$ cat config.mk
export PLATFORM = sky130hd
export DESIGN_NAME = canvas_i2c_master
export DESIGN_NICKNAME = d
export VERILOG_FILES = /design/src/rtl/canvas_i2c_pkg.sv /design/src/rtl/canvas_i2c_master_qtick.sv /design/src/rtl/canvas_i2c_master.sv
export SDC_FILE = /design/constraint.sdc
export NUM_CORES = 1
export LEC_CHECK = 0
export ABC_CLOCK_PERIOD_IN_PS = 2200
export CORE_MARGIN = 10
export CORE_UTILIZATION = 35
export DETAILED_ROUTE_END_ITERATION = 6
export MAX_ROUTING_LAYER = met4
export PLACE_DENSITY_LB_ADDON = 0.2
export SLEW_MARGIN = 30
export SYNTH_ARGS = -nofsm -noshare
export SYNTH_HDL_FRONTEND = slang
export SYNTH_SLANG_ARGS = --single-unit
$ cat constraint.sdc
create_clock -name clk -period 2.2 [get_ports clk]
set_clock_uncertainty 0.2 [all_clocks]
set_input_delay 0.22 -clock clk [delete_from_list [all_inputs] [get_ports clk]]
set_output_delay 0.22 -clock clk [all_outputs]
set_load 0.005 [all_outputs]
$ cat src/rtl/canvas_i2c_pkg.sv
// Shared definitions for the canvas cursor/status I2C read master.
package canvas_i2c_pkg;

  localparam logic [6:0]  I2C_ADDR_CANVAS = 7'h64;
  localparam int unsigned READ_BYTES      = 3;

  typedef enum logic [2:0] {
    ST_IDLE,
    ST_START,
    ST_ADDR,
    ST_ADDR_ACK,
    ST_READ,
    ST_MACK,
    ST_STOP,
    ST_DONE
  } state_t;

  // Field positions inside the status byte
  localparam int unsigned STATUS_UP         = 7;
  localparam int unsigned STATUS_DOWN       = 6;
  localparam int unsigned STATUS_LEFT       = 5;
  localparam int unsigned STATUS_RIGHT      = 4;
  localparam int unsigned STATUS_BRUSH      = 3;
  localparam int unsigned STATUS_COLOUR_MSB = 2;
  localparam int unsigned STATUS_COLOUR_LSB = 0;

endpackage

$ cat src/rtl/canvas_i2c_master_qtick.sv
// Quarter-bit tick divider; freezes while the responder stretches SCL.
module i2c_qtick_gen #(
  parameter int unsigned CLK_DIV = 250
) (
  input  logic clk,
  input  logic rst_n,
  input  logic run,
  input  logic hold,
  output logic qtick
);

  localparam int unsigned W    = (CLK_DIV > 2) ? $clog2(CLK_DIV) : 1;
  localparam logic [W-1:0] LAST = W'(CLK_DIV - 1);

  logic [W-1:0] cnt;

  always_ff @(posedge clk or negedge rst_n) begin
    if (!rst_n) begin
      cnt <= '0;
    end else if (!run) begin
      cnt <= '0;
    end else if (!hold) begin
      cnt <= (cnt == LAST) ? '0 : cnt + W'(1);
    end
  end

  assign qtick = run & ~hold & (cnt == LAST);

endmodule

$ cat src/rtl/canvas_i2c_master.sv
// I2C read master: fetches x, y and status bytes from the canvas responder
// and publishes them as one atomic snapshot.
module canvas_i2c_master
  import canvas_i2c_pkg::*;
#(
  parameter int unsigned CLK_DIV  = 250,
  parameter logic [6:0]  I2C_ADDR = I2C_ADDR_CANVAS
) (
  input  logic       clk,
  input  logic       rst_n,
  input  logic       start,
  input  logic       scl_in,
  input  logic       sda_in,
  output logic       scl_oe,
  output logic       sda_oe,
  output logic       busy,
  output logic       done,
  output logic       ack_error,
  output logic [7:0] x_out,
  output logic [7:0] y_out,
  output logic [7:0] status_out
);

  localparam logic [7:0] ADDR_BYTE = {I2C_ADDR, 1'b1};

  state_t     state;
  logic [1:0] q;
  logic [2:0] bit_cnt;
  logic [1:0] byte_cnt;
  logic [7:0] shreg;
  logic [7:0] x_sh, y_sh, s_sh;
  logic       nack;
  logic [1:0] scl_sync, sda_sync, rel_d;
  logic       scl_s, sda_s, hold, run, qtick;
  logic       scl_want, sda_want, sda_hold;

  always_ff @(posedge clk or negedge rst_n) begin
    if (!rst_n) begin
      scl_sync <= '1;
      sda_sync <= '1;
      rel_d    <= '1;
    end else begin
      scl_sync <= {scl_sync[0], scl_in};
      sda_sync <= {sda_sync[0], sda_in};
      rel_d    <= {rel_d[0], ~scl_oe};
    end
  end

  assign scl_s = scl_sync[1];
  assign sda_s = sda_sync[1];

  // Stretch is only trusted once the synchronizer has had time to see our
  // own release, otherwise every bit would lose two cycles to sync latency.
  assign hold = ~scl_oe & (&rel_d) & ~scl_s;
  assign run  = (state != ST_IDLE) && (state != ST_DONE);

  i2c_qtick_gen #(.CLK_DIV(CLK_DIV)) u_qtick (
    .clk   (clk),
    .rst_n (rst_n),
    .run   (run),
    .hold  (hold),
    .qtick (qtick)
  );

  always_comb begin
    scl_want = 1'b0;
    sda_want = 1'b0;
    case (state)
      ST_START:    sda_want = q[1];
      ST_ADDR: begin
        scl_want = ~q[1];
        sda_want = ~ADDR_BYTE[~bit_cnt];
      end
      ST_ADDR_ACK,
      ST_READ:     scl_want = ~q[1];
      ST_MACK: begin
        scl_want = ~q[1];
        sda_want = (byte_cnt != 2'(READ_BYTES - 1));
      end
      ST_STOP: begin
        scl_want = ~q[1];
        sda_want = (q != 2'd3);
      end
      default: ;
    endcase
  end

  // SDA follows only after SCL is already low, so data never moves while SCL is high.
  assign sda_hold = (q == 2'd0) && !scl_oe && (state != ST_START);

  always_ff @(posedge clk or negedge rst_n) begin
    if (!rst_n) begin
      state      <= ST_IDLE;
      q          <= '0;
      bit_cnt    <= '0;
      byte_cnt   <= '0;
      shreg      <= '0;
      x_sh       <= '0;
      y_sh       <= '0;
      s_sh       <= '0;
      nack       <= 1'b0;
      scl_oe     <= 1'b0;
      sda_oe     <= 1'b0;
      busy       <= 1'b0;
      done       <= 1'b0;
      ack_error  <= 1'b0;
      x_out      <= '0;
      y_out      <= '0;
      status_out <= '0;
    end else begin
      done   <= 1'b0;
      scl_oe <= scl_want;
      if (!sda_hold) sda_oe <= sda_want;
      case (state)
        ST_IDLE: begin
          q <= '0;
          if (start) begin
            state <= ST_START;
            busy  <= 1'b1;
          end
        end
        ST_DONE: begin
          q <= '0;
          if (start) begin
            state <= ST_START;
          end else begin
            state <= ST_IDLE;
            busy  <= 1'b0;
          end
        end
        default: if (qtick) begin
          q <= q + 2'd1;
          if (q == 2'd2) begin
            if (state == ST_ADDR_ACK) nack  <= sda_s;
            if (state == ST_READ)     shreg <= {shreg[6:0], sda_s};
          end
          if (q == 2'd3) begin
            case (state)
              ST_START: begin
                state   <= ST_ADDR;
                bit_cnt <= '0;
              end
              ST_ADDR: begin
                bit_cnt <= bit_cnt + 3'd1;
                if (bit_cnt == 3'd7) state <= ST_ADDR_ACK;
              end
              ST_ADDR_ACK: begin
                bit_cnt  <= '0;
                byte_cnt <= '0;
                state    <= nack ? ST_STOP : ST_READ;
              end
              ST_READ: begin
                bit_cnt <= bit_cnt + 3'd1;
                if (bit_cnt == 3'd7) begin
                  case (byte_cnt)
                    2'd0:    x_sh <= shreg;
                    2'd1:    y_sh <= shreg;
                    default: s_sh <= shreg;
                  endcase
                  state <= ST_MACK;
                end
              end
              ST_MACK: begin
                if (byte_cnt == 2'(READ_BYTES - 1)) begin
                  state <= ST_STOP;
                end else begin
                  byte_cnt <= byte_cnt + 2'd1;
                  state    <= ST_READ;
                end
              end
              ST_STOP: begin
                state <= ST_DONE;
                done  <= 1'b1;
                if (nack) begin
                  ack_error <= 1'b1;
                end else begin
                  ack_error  <= 1'b0;
                  x_out      <= x_sh;
                  y_out      <= y_sh;
                  status_out <= s_sh;
                end
              end
              default: ;
            endcase
          end
        end
      endcase
    end
  end

endmodule

==> results_dict.tcl, run 1 <==
set metrics [dict create \
    maxCapViolations 0 \
    cp.arrival_ns 2.15 \
    portBuffers 33 \
    min_period_ns 2.11 \
    ys_top_cells_by_count "dfrtp_1 (80), mux2_2 (57), nor2_1 (17)" \
    grt_pass1_vias 2705 \
    status "finished, final reports clean" \
    hold_violations 0 \
    fin_nets 392 \
    numClockSinks 86 \
    synth_area_leaders "dfrtp_1 (52%), mux2_2 (17%), dfstp_2 (4.1%), ha_1 (3.3%), nor2_1 (1.7%)" \
    pwr-share-seq 0.552 \
    drive_above_1_share 0.377 \
    syn-cell-area_um2 3840 \
    grt_max_degree 40 \
    fin_util 0.453 \
    grt_antenna_before_repair 0 \
    ff2ff_setup_slack_ns 0.09 \
    yosysMostFrequentCell "dfrtp_1" \
    synth_warnings 0 \
    critPathLaunch "u_qtick.cnt[5]$_DFFE_PN0P_" \
    p_per_area_nw_per_um2 628 \
    synthArstFlopShare 1.00 \
    power.leakage_nw 2.26 \
    swShare 0.263 \
    drtAntennaViolNets 0 \
    dr.pass1.iters 4 \
    grt_use_total 0.111 \
    irDropWorstVdd_mv 0.253 \
    num_vias 2588 \
    setup_viol 0 \
    finalHoldWorstSlack_ns 0.0561 \
    synth_nets 317 \
    area_growth_pct 27.4 \
    worst-path-buf-inv 1 \
    hp-start "sda_in" \
    max_freq_mhz 474 \
    route.detailed.drc 0 \
    ys_types 51 \
    synth_edf_count 0 \
    finalWeightedCongestion 0.822 \
    die_y_um 125 \
    synth_flop_cell "dfrtp_1" \
    p_sw_mw 0.808 \
    initial_core_util 0.356 \
    path_clk_slew_ns 0.09 \
    drtIter0Drc 111 \
    overflow 0 \
    pwr-share-comb 0.097 \
    ys_ff_latch 86 \
    cts-root-buf "clkbuf_8" \
    fin_area_um2 4890 \
    io_pins 34 \
    critPathCaptureType "flip-flop" \
    crit_chain "and4_2, nand2_2, nor4_4, buf_12, mux2_2" \
    cts_buffers 9 \
    wl_per_cell_um 15.5 \
    placed_area_um2 4560 \
    p_clk_frac 0.351 \
    period_share 0.960 \
    synthCells 302 \
    internal_power_mw 2.26 \
    cp_max_fo 24 \
    max_slew.worst_pin.slew_ns 0.522 \
    dpl.hpwl_mm 5.73 \
    syn_area_per_cell_um2 12.7 \
    cts_tree "yes" \
    wirelength_mm 8.10 \
    cp-start-kind "flip-flop" \
    cpLargestDelayFamily "simple AND/OR/NAND/NOR gates" \
    clockBufferDepth 2 \
    die_w_um 125 \
    diodes 0 \
    r2r_start "u_qtick.cnt[5]$_DFFE_PN0P_" \
    cpPeakStageDelay_ns 0.44 \
    cp.required_ns 2.24 \
    htreeDepth 3 \
    hold_class "in2reg" \
    drv_slew 0 \
    cp_slowest_cell "dfrtp_1" \
    rows 38 \
    clock_latency_ns 0.36 \
    grt_pass1_wl_mm 14.0 \
    max_slew_margin 0.652 \
    worstSetupPathType "reg2reg" \
    ys_seq_area_frac 0.562 \
    vias_per_cell 4.96 \
    synth_top_area_cell "dfrtp_1" \
    netlist.area_leader.share 0.521 \
    coreArea_um2 10800 \
    die_area_um2 15600 \
]
per-stage QoR:
stage	total power [mW]	TNS [ns]	cells	setup slack [ns]
after floorplan	1.87	0	302	0.0488
after global placement	2.01	-0.111	496	-0.0176
after detailed placement	2.01	-0.458	496	-0.0563
after CTS	3.10	0	514	0.0213
after global routing	3.22	-0.00693	522	-0.00546
final	3.07	0	522	0.0881
cell usage in the layout, fill, tap and decap left out, types with 9 or more instances in the layout:
cell             count
clkdlybuf4s50_1     32
clkbuf_8            11
nand2_1             10
nor2_1              17
dfrtp_1             79
mux2_2              57
o21ai_0              9
buf_4               42
registers in the layout, summed over array words and instances, names as in the netlist, 8 cells and up:
register and flops:
y_sh 8, y_out 8, x_sh 8, x_out 8, shreg 8, status_out 8, u_qtick.cnt 8, s_sh 8
power groups by stage:
stage | Clock [mW] | Combinational [mW] | Sequential (mW)
2_1_floorplan | 0 | 0.139 | 1.73
3_3_place_gp | 0 | 0.288 | 1.72
3_5_place_dp | 0 | 0.294 | 1.72
4_1_cts | 1.12 | 0.296 | 1.69
5_1_grt | 1.17 | 0.342 | 1.70
6_report | 1.08 | 0.299 | 1.69
cell type report:
type,count,area (um^2)
timing repair buffer,81,722
inverter,9,33.8
sequential,86,2160
fill,998,5900
clock inverter,5,38.8
multi-input combinational,190,1610
clock buffer,11,151
tap,140,175
metal layers:
metal  global-route usage  up-vias  wire, um  share of wire
met5                    -        -         0              0
met4               0.0473        0       147          0.018
met3               0.0260       13       326          0.040
met2                0.161       41      3620           0.45
met1                0.144     1281      4010           0.49
li1                     -     1253         -              -
kinds of logic after synthesis:
kind of cell / synth area share
compound gates: 0.0717
xor+xnor: 0.00456
fa+ha+maj: 0.0326
buf+inv: 0.0313
flops: 0.562
mux: 0.179
simple gates: 0.119
worst paths after layout:
kind	to	depth (start not counted)
max	y_out[6]$_DFFE_PN0P_	5
min in group asynchronous	y_out[4]$_DFFE_PN0P_	2
min	sda_sync[0]$_DFF_PN1_	1
max reg2reg	y_out[6]$_DFFE_PN0P_	5
max in group asynchronous	y_out[6]$_DFFE_PN0P_	3
min reg2reg	sda_sync[1]$_DFF_PN1_	0
repair_timing:
action,CTS,global route
resized for setup,4,14
buffers inserted,1,8
hold buffers,1,0
setup endpoints to repair,19,51
hold endpoints to repair,36,0
pin swaps,1,4
No activity file was read; power rests on OpenSTA's default activity.
==> run 2, diff against run 1 <==
Settings changed: CORE_MARGIN 10 to 2, MAX_ROUTING_LAYER met4 to unset, SLEW_MARGIN 30 to unset.
==> results_dict.tcl, run 2 (synthesis results as in run 1) <==
set metrics [dict create \
    clock_latency_ns 0.37 \
    wirelength_mm 8.03 \
    fin_nets 392 \
    io_pins 34 \
    ff2ff_setup_slack_ns 0.01 \
    numClockSinks 86 \
    diodes 0 \
    drtIter0Drc 84 \
    max_freq_mhz 458 \
    cpMostUsedCell "buf_6" \
    hold_class "in2reg" \
    overflow 0 \
    dp_slack_ns -0.0766 \
    power.leakage_nw 2.31 \
    fin_util 0.464 \
    setup_viol 0 \
    hold_violations 0 \
    drv_slew 0 \
    status "finished, final reports clean" \
    worstSetupPathType "reg2reg" \
    grt_use_total 0.145 \
    p_sw_mw 0.872 \
    grt_pass1_wl_mm 13.2 \
    pwr-share-seq 0.554 \
    clockBufferDepth 2 \
    total_power_mw 3.08 \
    rows 38 \
    period_share 0.993 \
    max_slew.worst_pin.slew_ns 0.420 \
    wl_per_cell_um 15.4 \
    drive_above_1_share 0.390 \
    critPathCaptureType "flip-flop" \
    die_w_um 109 \
    cts_buffers 9 \
    cts_tree "yes" \
    dpl.hpwl_mm 5.39 \
    cp.arrival_ns 2.24 \
    layout_common_cells "dfrtp_1 (80), mux2_2 (49), buf_4 (38)" \
    max_slew_margin 0.720 \
    grt_setup_unrepaired "true" \
    maxCapViolations 0 \
    htreeDepth 3 \
    num_vias 2602 \
    route.detailed.drc 0 \
    post-place-cells 496 \
    die_area_um2 11800 \
    drtAntennaViolNets 0 \
    swShare 0.283 \
    cpPeakStageDelay_ns 0.40 \
    vias_per_cell 4.98 \
    p_per_area_nw_per_um2 616 \
    initial_core_util 0.356 \
    grt_pass1_vias 2559 \
    pwr-share-comb 0.087 \
    cp-start-kind "flip-flop" \
    grt_max_degree 62 \
    cp_slowest_cell "dfrtp_1" \
    cp_max_fo 7 \
    grt_antenna_before_repair 0 \
    p_clk_frac 0.358 \
    final_common_cell "dfrtp_1" \
    area_growth_pct 30.3 \
    crit_chain "buf_6, and3_4, or2_4, buf_6, nor4_4, buf_4, mux2_4" \
    stdcell_count 522 \
    finalWeightedCongestion 0.906 \
    cts-root-buf "clkbuf_8" \
    dr.pass1.iters 4 \
    setup_slack_ns 0.0148 \
    internal_power_mw 2.21 \
    irDropWorstVdd_mv 0.399 \
    min_period_ns 2.19 \
    portBuffers 33 \
    die_y_um 109 \
    placed_area_um2 4590 \
    fin_area_um2 5000 \
    coreArea_um2 10800 \
    path_clk_slew_ns 0.10 \
    cp.required_ns 2.25 \
]
## run 2: cell types whose count changed in the layout (fill, tap and decap cells not counted), moves of 2 or more
cell and change:
and4_1 -2, and4_4 +2, buf_12 +2, buf_4 -4
clkbuf_8 -2, inv_6 +2, mux2_2 -8, mux2_4 +8
## run 2: critical path: cells and delay by family (launching register included)
family | cells | cell delay [ns]
DFF | 1 | 0.40
and+or+nand+nor | 3 | 0.70
buffers and inverters | 3 | 0.48
muxes | 1 | 0.30
## run 2: final timing paths
kind / start / end / cells past startpoint
max reg2reg: state[0]$_DFFE_PN0P_ / s_sh[7]$_DFFE_PN0P_ / 7
min reg2reg: sda_sync[0]$_DFF_PN1_ / sda_sync[1]$_DFF_PN1_ / 0
max: state[0]$_DFFE_PN0P_ / s_sh[7]$_DFFE_PN0P_ / 7
min in group asynchronous: rst_n / status_out[4]$_DFFE_PN0P_ / 2
max in group asynchronous: rst_n / sda_sync[0]$_DFF_PN1_ / 3
min: scl_in / scl_sync[0]$_DFF_PN1_ / 1
## run 2: repair_timing
| action | in CTS | in global routing |
|---|---|---|
| hold endpoints to repair | 84 | 0 |
| cloned | 0 | 1 |
| hold buffers | 1 | 0 |
| resized for setup | 17 | 16 |
| endpoints found under the setup margin | 17 | 31 |
| pin swaps | 2 | 6 |
| setup buffers | 1 | 7 |
## run 2: through the flow
step           setup TNS, ns  hold slack, ns
3_5_place_dp          -0.687         -0.0305
4_1_cts              -0.0708          0.0418
3_3_place_gp          -0.392         -0.0299
6_report                   0          0.0517
2_1_floorplan              0          -0.276
5_1_grt               -0.983          0.0427
## run 2: power groups by stage
stage	clock, mW	sequential, mW	combinational, mW
2_1_floorplan	0	1.73	0.139
3_3_place_gp	0	1.74	0.253
3_5_place_dp	0	1.73	0.257
4_1_cts	1.14	1.70	0.262
5_1_grt	1.20	1.72	0.305
6_report	1.11	1.71	0.270
## run 2: per-layer routing
layer  vias to the layer above  track usage  share of wire
li1                       1252            -              -
met1                      1294        0.203           0.49
met2                        48        0.219           0.46
met3                         8       0.0305          0.035
met4                         0       0.0586          0.010
met5                         -            0              0
## run 2: cell type report
| cell class | instances | area (um^2) |
|---|---|---|
| multi-input combinational | 190 | 1670 |
| tap | 140 | 175 |
| clock buffer | 9 | 124 |
| sequential | 86 | 2160 |
| clock inverter | 7 | 71.3 |
| timing repair buffer | 81 | 768 |
| inverter | 9 | 33.8 |
| fill | 972 | 5790 |
